$ cat src/rtl/fta_io_target64.sv
// fta_io_target64: generic 64-bit FTA responder for low-speed I/O devices.
// It decodes an address window and holds a byte-writable register file. Register 0
// is a read-only ID constant. Each accepted request gets exactly one registered
// response after WAIT_STATES extra cycles.
//
// Ports:
//   clk_i  - clock
//   rst_i  - asynchronous active-low reset
//   req    - request from the bridge (cyc, stb, we, sel, padr, dat, cid, tid, bte, cti, cmd)
//   resp   - response to the bridge (ack, err, rty, next, stall, dat, cid, tid, adr, pri)

package fta_io_target64_pkg;

    typedef struct packed {
        logic        cyc;
        logic        stb;
        logic        we;
        logic [7:0]  sel;
        logic [31:0] padr;
        logic [63:0] dat;
        logic [3:0]  cid;
        logic [7:0]  tid;
        logic [1:0]  bte;
        logic [2:0]  cti;
        logic [4:0]  cmd;
    } fta_cmd_request64_t;

    typedef struct packed {
        logic        ack;
        logic        err;
        logic        rty;
        logic        next;
        logic        stall;
        logic [63:0] dat;
        logic [3:0]  cid;
        logic [7:0]  tid;
        logic [31:0] adr;
        logic [3:0]  pri;
    } fta_cmd_response64_t;

endpackage

module fta_io_target64
    import fta_io_target64_pkg::*;
#(
    parameter logic [31:0] ADDR_BASE   = 32'hFEE00000,
    parameter logic [31:0] ADDR_MASK   = 32'hFFFFF000,
    parameter int unsigned NREGS       = 16,
    parameter int unsigned WAIT_STATES = 2,
    parameter logic [63:0] ID          = 64'h0000_0000_1054_4754
) (
    input  logic                clk_i,
    input  logic                rst_i,
    input  fta_cmd_request64_t  req,
    output fta_cmd_response64_t resp
);

    localparam int unsigned IdxW = $clog2(NREGS);

    typedef enum logic [1:0] {StIdle, StWait, StResp} state_e;

    state_e              state_q, state_d;
    logic [3:0]          cnt_q, cnt_d;
    fta_cmd_response64_t resp_q, resp_d;

    logic                we_q;
    logic [7:0]          sel_q;
    logic [63:0]         dat_q;
    logic [3:0]          cid_q;
    logic [7:0]          tid_q;
    logic [31:0]         padr_q;

    // Register 0 is the ID constant, so only 1..NREGS-1 are stored.
    logic [63:0]         regs_q [1:NREGS-1];

    logic                hit;
    logic                lat_en;
    logic                wr_en;
    logic                is_err;
    logic [IdxW-1:0]     idx;
    logic [63:0]         rd_data;

    // Burst/command qualifiers are ignored: every beat is a single access.
    logic                unused_req;
    assign unused_req = ^{req.bte, req.cti, req.cmd};

    assign hit    = req.cyc & req.stb & ((req.padr & ADDR_MASK) == ADDR_BASE);
    assign idx    = padr_q[3 +: IdxW];
    assign is_err = (sel_q == 8'h00) || (we_q && (idx == '0));
    assign wr_en  = (state_q == StResp) && we_q && !is_err;
    assign resp   = resp_q;

    always_comb begin
        rd_data = ID;
        for (int i = 1; i < NREGS; i++) begin
            if (idx == IdxW'(i)) begin
                rd_data = regs_q[i];
            end
        end
    end

    always_comb begin
        state_d    = state_q;
        cnt_d      = cnt_q;
        lat_en     = 1'b0;
        resp_d     = resp_q;
        resp_d.ack = 1'b0;
        resp_d.err = 1'b0;
        unique case (state_q)
            StIdle: begin
                if (hit) begin
                    lat_en       = 1'b1;
                    resp_d.stall = 1'b1;
                    if (WAIT_STATES == 0) begin
                        state_d = StResp;
                    end else begin
                        state_d = StWait;
                        cnt_d   = 4'(WAIT_STATES - 1);
                    end
                end
            end
            StWait: begin
                if (cnt_q == 4'd0) begin
                    state_d = StResp;
                end else begin
                    cnt_d = cnt_q - 4'd1;
                end
            end
            StResp: begin
                resp_d.stall = 1'b0;
                resp_d.ack   = !is_err;
                resp_d.err   = is_err;
                resp_d.rty   = 1'b0;
                resp_d.next  = 1'b0;
                resp_d.pri   = '0;
                resp_d.dat   = (is_err || we_q) ? 64'h0 : rd_data;
                resp_d.cid   = cid_q;
                resp_d.tid   = tid_q;
                resp_d.adr   = padr_q;
                state_d      = StIdle;
            end
            default: state_d = StIdle;
        endcase
    end

    always_ff @(posedge clk_i or negedge rst_i) begin
        if (!rst_i) begin
            state_q <= StIdle;
            cnt_q   <= '0;
            resp_q  <= '0;
            we_q    <= 1'b0;
            sel_q   <= '0;
            dat_q   <= '0;
            cid_q   <= '0;
            tid_q   <= '0;
            padr_q  <= '0;
        end else begin
            state_q <= state_d;
            cnt_q   <= cnt_d;
            resp_q  <= resp_d;
            if (lat_en) begin
                we_q   <= req.we;
                sel_q  <= req.sel;
                dat_q  <= req.dat;
                cid_q  <= req.cid;
                tid_q  <= req.tid;
                padr_q <= req.padr;
            end
        end
    end

    // Write lands on the same edge that registers the ack.
    always_ff @(posedge clk_i or negedge rst_i) begin
        if (!rst_i) begin
            for (int i = 1; i < NREGS; i++) begin
                regs_q[i] <= '0;
            end
        end else if (wr_en) begin
            for (int i = 1; i < NREGS; i++) begin
                for (int b = 0; b < 8; b++) begin
                    if ((idx == IdxW'(i)) && sel_q[b]) begin
                        regs_q[i][8*b +: 8] <= dat_q[8*b +: 8];
                    end
                end
            end
        end
    end

endmodule

$ cat config.mk
export PLATFORM = sky130hd
export DESIGN_NAME = fta_io_target64
export DESIGN_NICKNAME = d
export VERILOG_FILES = /design/src/rtl/fta_io_target64.sv
export SDC_FILE = /design/constraint.sdc
export NUM_CORES = 2
export LEC_CHECK = 0
export CORE_UTILIZATION = 40
export DETAILED_ROUTE_END_ITERATION = 8
export REMOVE_ABC_BUFFERS = 1
export SYNTH_ARGS = -nofsm -noshare
export SYNTH_HDL_FRONTEND = slang
export SYNTH_SLANG_ARGS = --single-unit
$ cat constraint.sdc
create_clock -name clk_i -period 2.4 [get_ports clk_i]
set_clock_uncertainty 0.1 [all_clocks]
set_input_delay 0.48 -clock clk_i [delete_from_list [all_inputs] [get_ports clk_i]]
set_output_delay 0.48 -clock clk_i [all_outputs]
set_load 0.01 [all_outputs]
Word level (Yosys, flattened, before mapping)
Index checks and enable logic that the tools add are counted.
{"block": "word_totals", "input_bits": 131, "reg_bits": 1194}
{"block": "op_classes", "n_reduce_logical": 255, "add_sub_neg": 1, "n_mux": 27, "eq_ne": 21, "bitwise_logic": 2}
{"operator": "two-way mux 64 bit", "count": 16}
{"operator": "AND reduction 2 bit", "count": 122}
{"operator": "logical AND 1 bit", "count": 123}
{"operator": "== test 4 bit, second input constant", "count": 8}
{"operator": "== test 20 bit, second input constant", "count": 1}
{"operator": "== test 4 x 3 -> 1 bit, second input constant", "count": 4}
{"operator": "two-way mux 4 bit", "count": 3}
{"operator": "== test 4 x 2 -> 1 bit, second input constant", "count": 2}
{"operator": "logical NOT 4 bit", "count": 2}
{"operator": "logical NOT 8 bit", "count": 1}
{"operator": "one-hot mux 4 bit (2 select lines)", "count": 1}
{"operator": "inequality test 2 bit, second input constant", "count": 3}
{"operator": "== test 4 x 1 -> 1 bit, second input constant", "count": 1}
{"operator": "two-way mux 2 bit", "count": 2}
{"operator": "one-hot mux 2 bit (2 select lines)", "count": 1}
{"operator": "nonzero test 2 bit", "count": 2}
{"operator": "subtractor 4 x 1 -> 4 bit, second input constant", "count": 1}
{"operator": "two-way mux 1 bit", "count": 3}
{"operator": "AND reduction 3 bit", "count": 1}
{"operator": "bitwise AND 1 bit", "count": 2}
{"operator": "== test 2 x 1 -> 1 bit, second input constant", "count": 1}
{"operator": "== test 2 bit, second input constant", "count": 1}
{"operator": "logical NOT 2 bit", "count": 1}
{"operator": "logical OR 1 bit", "count": 2}
{"operator": "2 further kinds", "count": 2}

Logic depth before layout (Yosys ltp)
{"block": "depth", "ltp_word": 17, "ltp_mapped": 11}

Worst setup path after synthesis
No wires, ideal clock.
{"block": "synth_path", "path_kind": "flip-flop to flip-flop", "startpoint": "reg sel_q[5]", "endpoint": "reg regs_q[384] (netlist name)", "setup_ps": 128, "setup_slack_ps": -37, "stages_incl_launch_ff": 9, "path_buffers": 2, "t_arrival_ps": 2209, "t_required_ps": 2172, "path_cell_list": "dfrtp_1 -> or4_1 -> or2_1 -> and4_1 -> buf_4 -> nand2_1 -> buf_6 -> nor2_2 -> mux2_1"}
{"block": "synth_via", "elab_chain_len": 5}
{"item": "start: declaration", "line_no": "67", "source": "logic [7:0] sel_q;"}
{"item": "start signal: assignment", "line_no": "163", "source": "sel_q <= req.sel;"}
{"item": "logical NOT 8 bit", "line_no": "89", "source": "assign is_err = (sel_q == 8'h00) || (we_q && (idx == '0));"}
{"item": "logical OR 1 bit", "line_no": "89"}
{"item": "logical NOT 1 bit", "line_no": "90", "source": "assign wr_en = (state_q == StResp) && we_q && !is_err;"}
{"item": "logical AND 1 bit", "line_no": "90"}
{"item": "AND reduction 2 bit (no line)"}
{"item": "end signal: indexed assignment", "line_no": "182", "source": "regs_q[i][8*b +: 8] <= dat_q[8*b +: 8];"}
{"item": "end: declaration", "line_no": "74", "source": "logic [63:0] regs_q [1:NREGS-1];"}
No other way between the ends.
A chain may end at the register's enable or synchronous reset.

Final worst setup path
{"block": "layout_path", "startpoint": "reg sel_q[7]", "endpoint": "reg regs_q[950] (netlist name)"}
Same word-level chain as after synthesis.

==> results.sh <==
export IMPL_status="finished, violations left"
export IMPL_violations="setup timing"
export IMPL_worst_hold_path_type="in -> async"
export IMPL_fin_area_um2=68800
export IMPL_peakVddDrop_mv=0.796
export IMPL_grt_max_degree=102
export IMPL_syn_to_final_growth_pct=28.8
export IMPL_p_int_mw=32.6
export IMPL_antenna_found_initial=6
export IMPL_initial_core_util=0.405
export IMPL_synth_top_area_cell="dfrtp_1"
export IMPL_p_per_area_nw_per_um2=604
export IMPL_swShare=0.216
export IMPL_synth_seq_area_share=0.559
export IMPL_yosysWarnings=0
export IMPL_yosysUniqueCellTypes=67
export IMPL_muxShareOfSynthArea=0.253
export IMPL_grt_pass1_wl_um=279000
export IMPL_synth_seq_cells=1194
export IMPL_regToRegEndpoint="regs_q[950]$_DFFE_PN0P_"
export IMPL_pwr_share_seq=0.484
export IMPL_gr_total_overflow=0
export IMPL_synth_area_um2=53400
export IMPL_drive_gt1_frac=0.319
export IMPL_slew_viol_final=0
export IMPL_die_height_um=368
export IMPL_hold_viol_final=0
export IMPL_cp_num_cells=10
export IMPL_finalSetupTns_ns=-135.67
export IMPL_clk_latency_ns=0.78
export IMPL_p_leak_nw=32.2
export IMPL_dpl_cell_area_um2=61500
export IMPL_yosys_area_share_simple=0.0624
export IMPL_cp_slowest_cell="or4_4"
export IMPL_setup_ws_ns=-0.256
export IMPL_wl_per_cell_um=28.5
export IMPL_synthAdderAreaFrac=0.000234
export IMPL_grtUsageTotal=0.279
export IMPL_dr_pass1_iters=6
export IMPL_clk_path_buf_depth=3
export IMPL_vias=39919
export IMPL_antenna_left=0
export IMPL_crit_family="simple AND/OR/NAND/NOR gates"
export IMPL_rsz0062_at_grt="true"
export IMPL_final_setup_viol_count=1012
export IMPL_core_area_um2=132000
export IMPL_crit_required_ns=2.93
export IMPL_cts_buffers=134
export IMPL_synth_xor_area_frac=0.000328
export IMPL_max_stage_delay_ns=0.58
export IMPL_synth_compound_area_frac=0.101
export IMPL_p_total_mw=41.6
export IMPL_power_switching_mw=9.00
export IMPL_ys_top_cells_by_area="dfrtp_1 56%, mux2_1 13%, mux2_2 9.9%"
export IMPL_path_clk_slew_ns=0.06
export IMPL_hpwl_um=127000
export IMPL_clkPwrFrac=0.499
export IMPL_drv_cap=0
export IMPL_clock_fmax_mhz=377
export IMPL_cp_data_arrival_time_ns=3.19
export IMPL_critPathLaunch="sel_q[7]$_DFFE_PN0P_"
export IMPL_reg2regPathDepth=10
export IMPL_min_period_over_period=1.11
export IMPL_crit_path_frequent_cell="buf_12"
export IMPL_grt_pass1_vias=40040
export IMPL_cts_tree="yes"
export IMPL_htree_levels=4
export IMPL_io_pins=248
export IMPL_synthCells=4283
export IMPL_combPwrFrac=0.017
export IMPL_cp_cell_sequence="or4_4, or2_1, and4_4, buf_12, nand2_4, buf_12, buf_8, nor2_4, clkbuf_16, mux2_4"
export IMPL_synth_ff_type="dfrtp_1"
export IMPL_critPathCaptureType="register"
export IMPL_place_gp_congestion=0.887
export IMPL_die_area_um2=135000
export IMPL_final_util=0.522
export IMPL_die_w_um=368
export IMPL_via_per_inst=5.92
export IMPL_relSlewSlack=0.463
export IMPL_clock_sinks=1194
export IMPL_worst_pin_slew_ns=0.805
export IMPL_synth_async_reset_ratio=1.00
export IMPL_synth_top_area_frac=0.559
export IMPL_r2r_setup_slack_ns=-0.26
export IMPL_rows=133
export IMPL_start_kind="register"
export IMPL_clockRootBuffer="clkbuf_16"
export IMPL_postSynthAreaPerCell_um2=12.5
export IMPL_hold_slack_ns=0.117
export IMPL_drt_iter0_drc=3828
export IMPL_synth_edff_count=0
export IMPL_cp_buffers_inverters=4
export IMPL_reg2reg_from="sel_q[7]$_DFFE_PN0P_"
export IMPL_path_class="reg -> reg"
export IMPL_period_minus_slack_ns=2.66
export IMPL_crit_path_max_fanout=8
export IMPL_wirelength_um=192000
export IMPL_final_nets=5020
export IMPL_drc_errors=0
export IMPL_crit_path_end="regs_q[950]$_DFFE_PN0P_"
export IMPL_synth_top_family_by_area="multiplexers"
export IMPL_fill_cells=11239
export IMPL_place_port_buffers=231
[registers in the layout, summed over array words and instances, names as in the netlist]
signal and flops:
regs_q 960, resp 111, dat_q 64, padr_q 32
sel_q 8, tid_q 8, cid_q 4, cnt_q 4
state_q 2, we_q 1
[worst min-delay path by stage]
stage / end / startpoint / cells past startpoint
after floorplan: cid_q[0]$_DFFE_PN0P_ / rst_i / 0
after global placement: dat_q[2]$_DFFE_PN0P_ / rst_i / 1
after detailed placement: dat_q[2]$_DFFE_PN0P_ / rst_i / 1
after CTS: resp[68]$_DFFE_PN0P_ / rst_i / 2
after global routing: dat_q[2]$_DFFE_PN0P_ / rst_i / 2
final: dat_q[2]$_DFFE_PN0P_ / rst_i / 2
[layout by cell type, fill, tap and decap left out, types with 9 or more instances in the layout]
master,count
dfrtp_1,1190
mux2_2,469
mux2_1,463
buf_4,356
nand2_1,330
clkdlybuf4s50_1,230
a21oi_1,223
mux2_4,175
o21ai_0,148
clkbuf_16,147
o22ai_1,120
nor2_1,119
buf_12,105
nor2_4,97
mux2i_1,87
o221ai_1,39
a22oi_1,36
a211oi_1,35
buf_6,34
nor2_2,32
clkbuf_1,31
nor2b_1,28
nand3_1,27
a221oi_1,27
o211ai_1,26
and2_1,25
clkbuf_8,25
a221o_1,22
a31oi_1,19
clkinv_2,19
nand2b_1,18
o2111ai_1,17
buf_8,16
a221oi_2,13
a22o_1,11
o32ai_1,9
[power groups by stage]
stage	logic, mW	registers [mW]	clock network, mW
2_1_floorplan	0.00836	20.5	0
3_3_place_gp	0.734	20.5	0
3_5_place_dp	0.737	20.5	0
4_1_cts	0.741	20.1	21.0
5_1_grt	0.806	20.1	21.9
6_report	0.710	20.1	20.7
[Yosys cell counts, types with 9 or more instances]
master	n
a211oi_1	38
o22ai_1	120
buf_2	28
nor2_2	80
a22o_1	11
mux2_1	637
o21ai_0	156
mux2_2	470
a221oi_1	40
a221o_1	22
a21oi_1	226
buf_4	9
o2111ai_1	17
o32ai_1	9
nor2_1	168
and2_1	26
clkbuf_1	215
dfrtp_1	1194
a22oi_1	37
mux2i_1	88
buf_1	41
o221ai_1	41
nand3_1	28
nor2b_1	38
a31oi_1	19
nand2b_1	23
nand2_1	346
o211ai_1	26
[repair_timing]
action,4_1_cts,5_1_grt
cloned,8,8
pin swaps,44,43
hold buffers,1,0
setup buffers,24,49
resized for setup,298,199
endpoints found under the hold margin,574,0
endpoints found under the setup margin,1049,1043
[cell families (layout without fill, tap and decap cells)]
| logic type | Yosys count | in the layout |
|---|---|---|
| muxes | 1203 | 1203 |
| DFF | 1194 | 1194 |
| AOI/OAI and AO/OA | 832 | 832 |
| and+or+nand+nor | 744 | 744 |
| buffers and inverters | 306 | 1006 |
| xor gates and xnor gates | 2 | 2 |
| adders and majority gates | 1 | 1 |
| other | 1 | 8 |
[layer usage]
metal | global-route usage | vias to the layer above | wire (um)
met4 | 0.115 | 4 | 8690
met3 | 0.0541 | 410 | 15200
met1 | 0.391 | 20935 | 82500
met2 | 0.422 | 1708 | 85900
li1 | - | 16862 | -
met5 | 0 | - | 30
[per-stage QoR]
| step | setup slack, ns | std cells |
|---|---|---|
| after floorplan | -7.57 | 3989 |
| after global placement | -0.592 | 6432 |
| after detailed placement | -0.614 | 6432 |
| after CTS | -0.237 | 6701 |
| after global routing | -0.264 | 6745 |
| final | -0.256 | 6745 |
[cell type report]
| class | instances | area [um^2] | area share |
|---|---|---|---|
| timing repair buffer | 763 | 8290 | 0.120 |
| inverter | 7 | 28.8 | 0.000418 |
| clock buffer | 194 | 3910 | 0.0569 |
| clock inverter | 42 | 487 | 0.00707 |
| multi-input combinational | 2788 | 24000 | 0.349 |
| tap | 1755 | 2200 | 0.0319 |
| sequential | 1194 | 29900 | 0.434 |
| antenna | 2 | 5.00 | 0.0000727 |
Note: power is estimated with default switching activity, not from simulation.
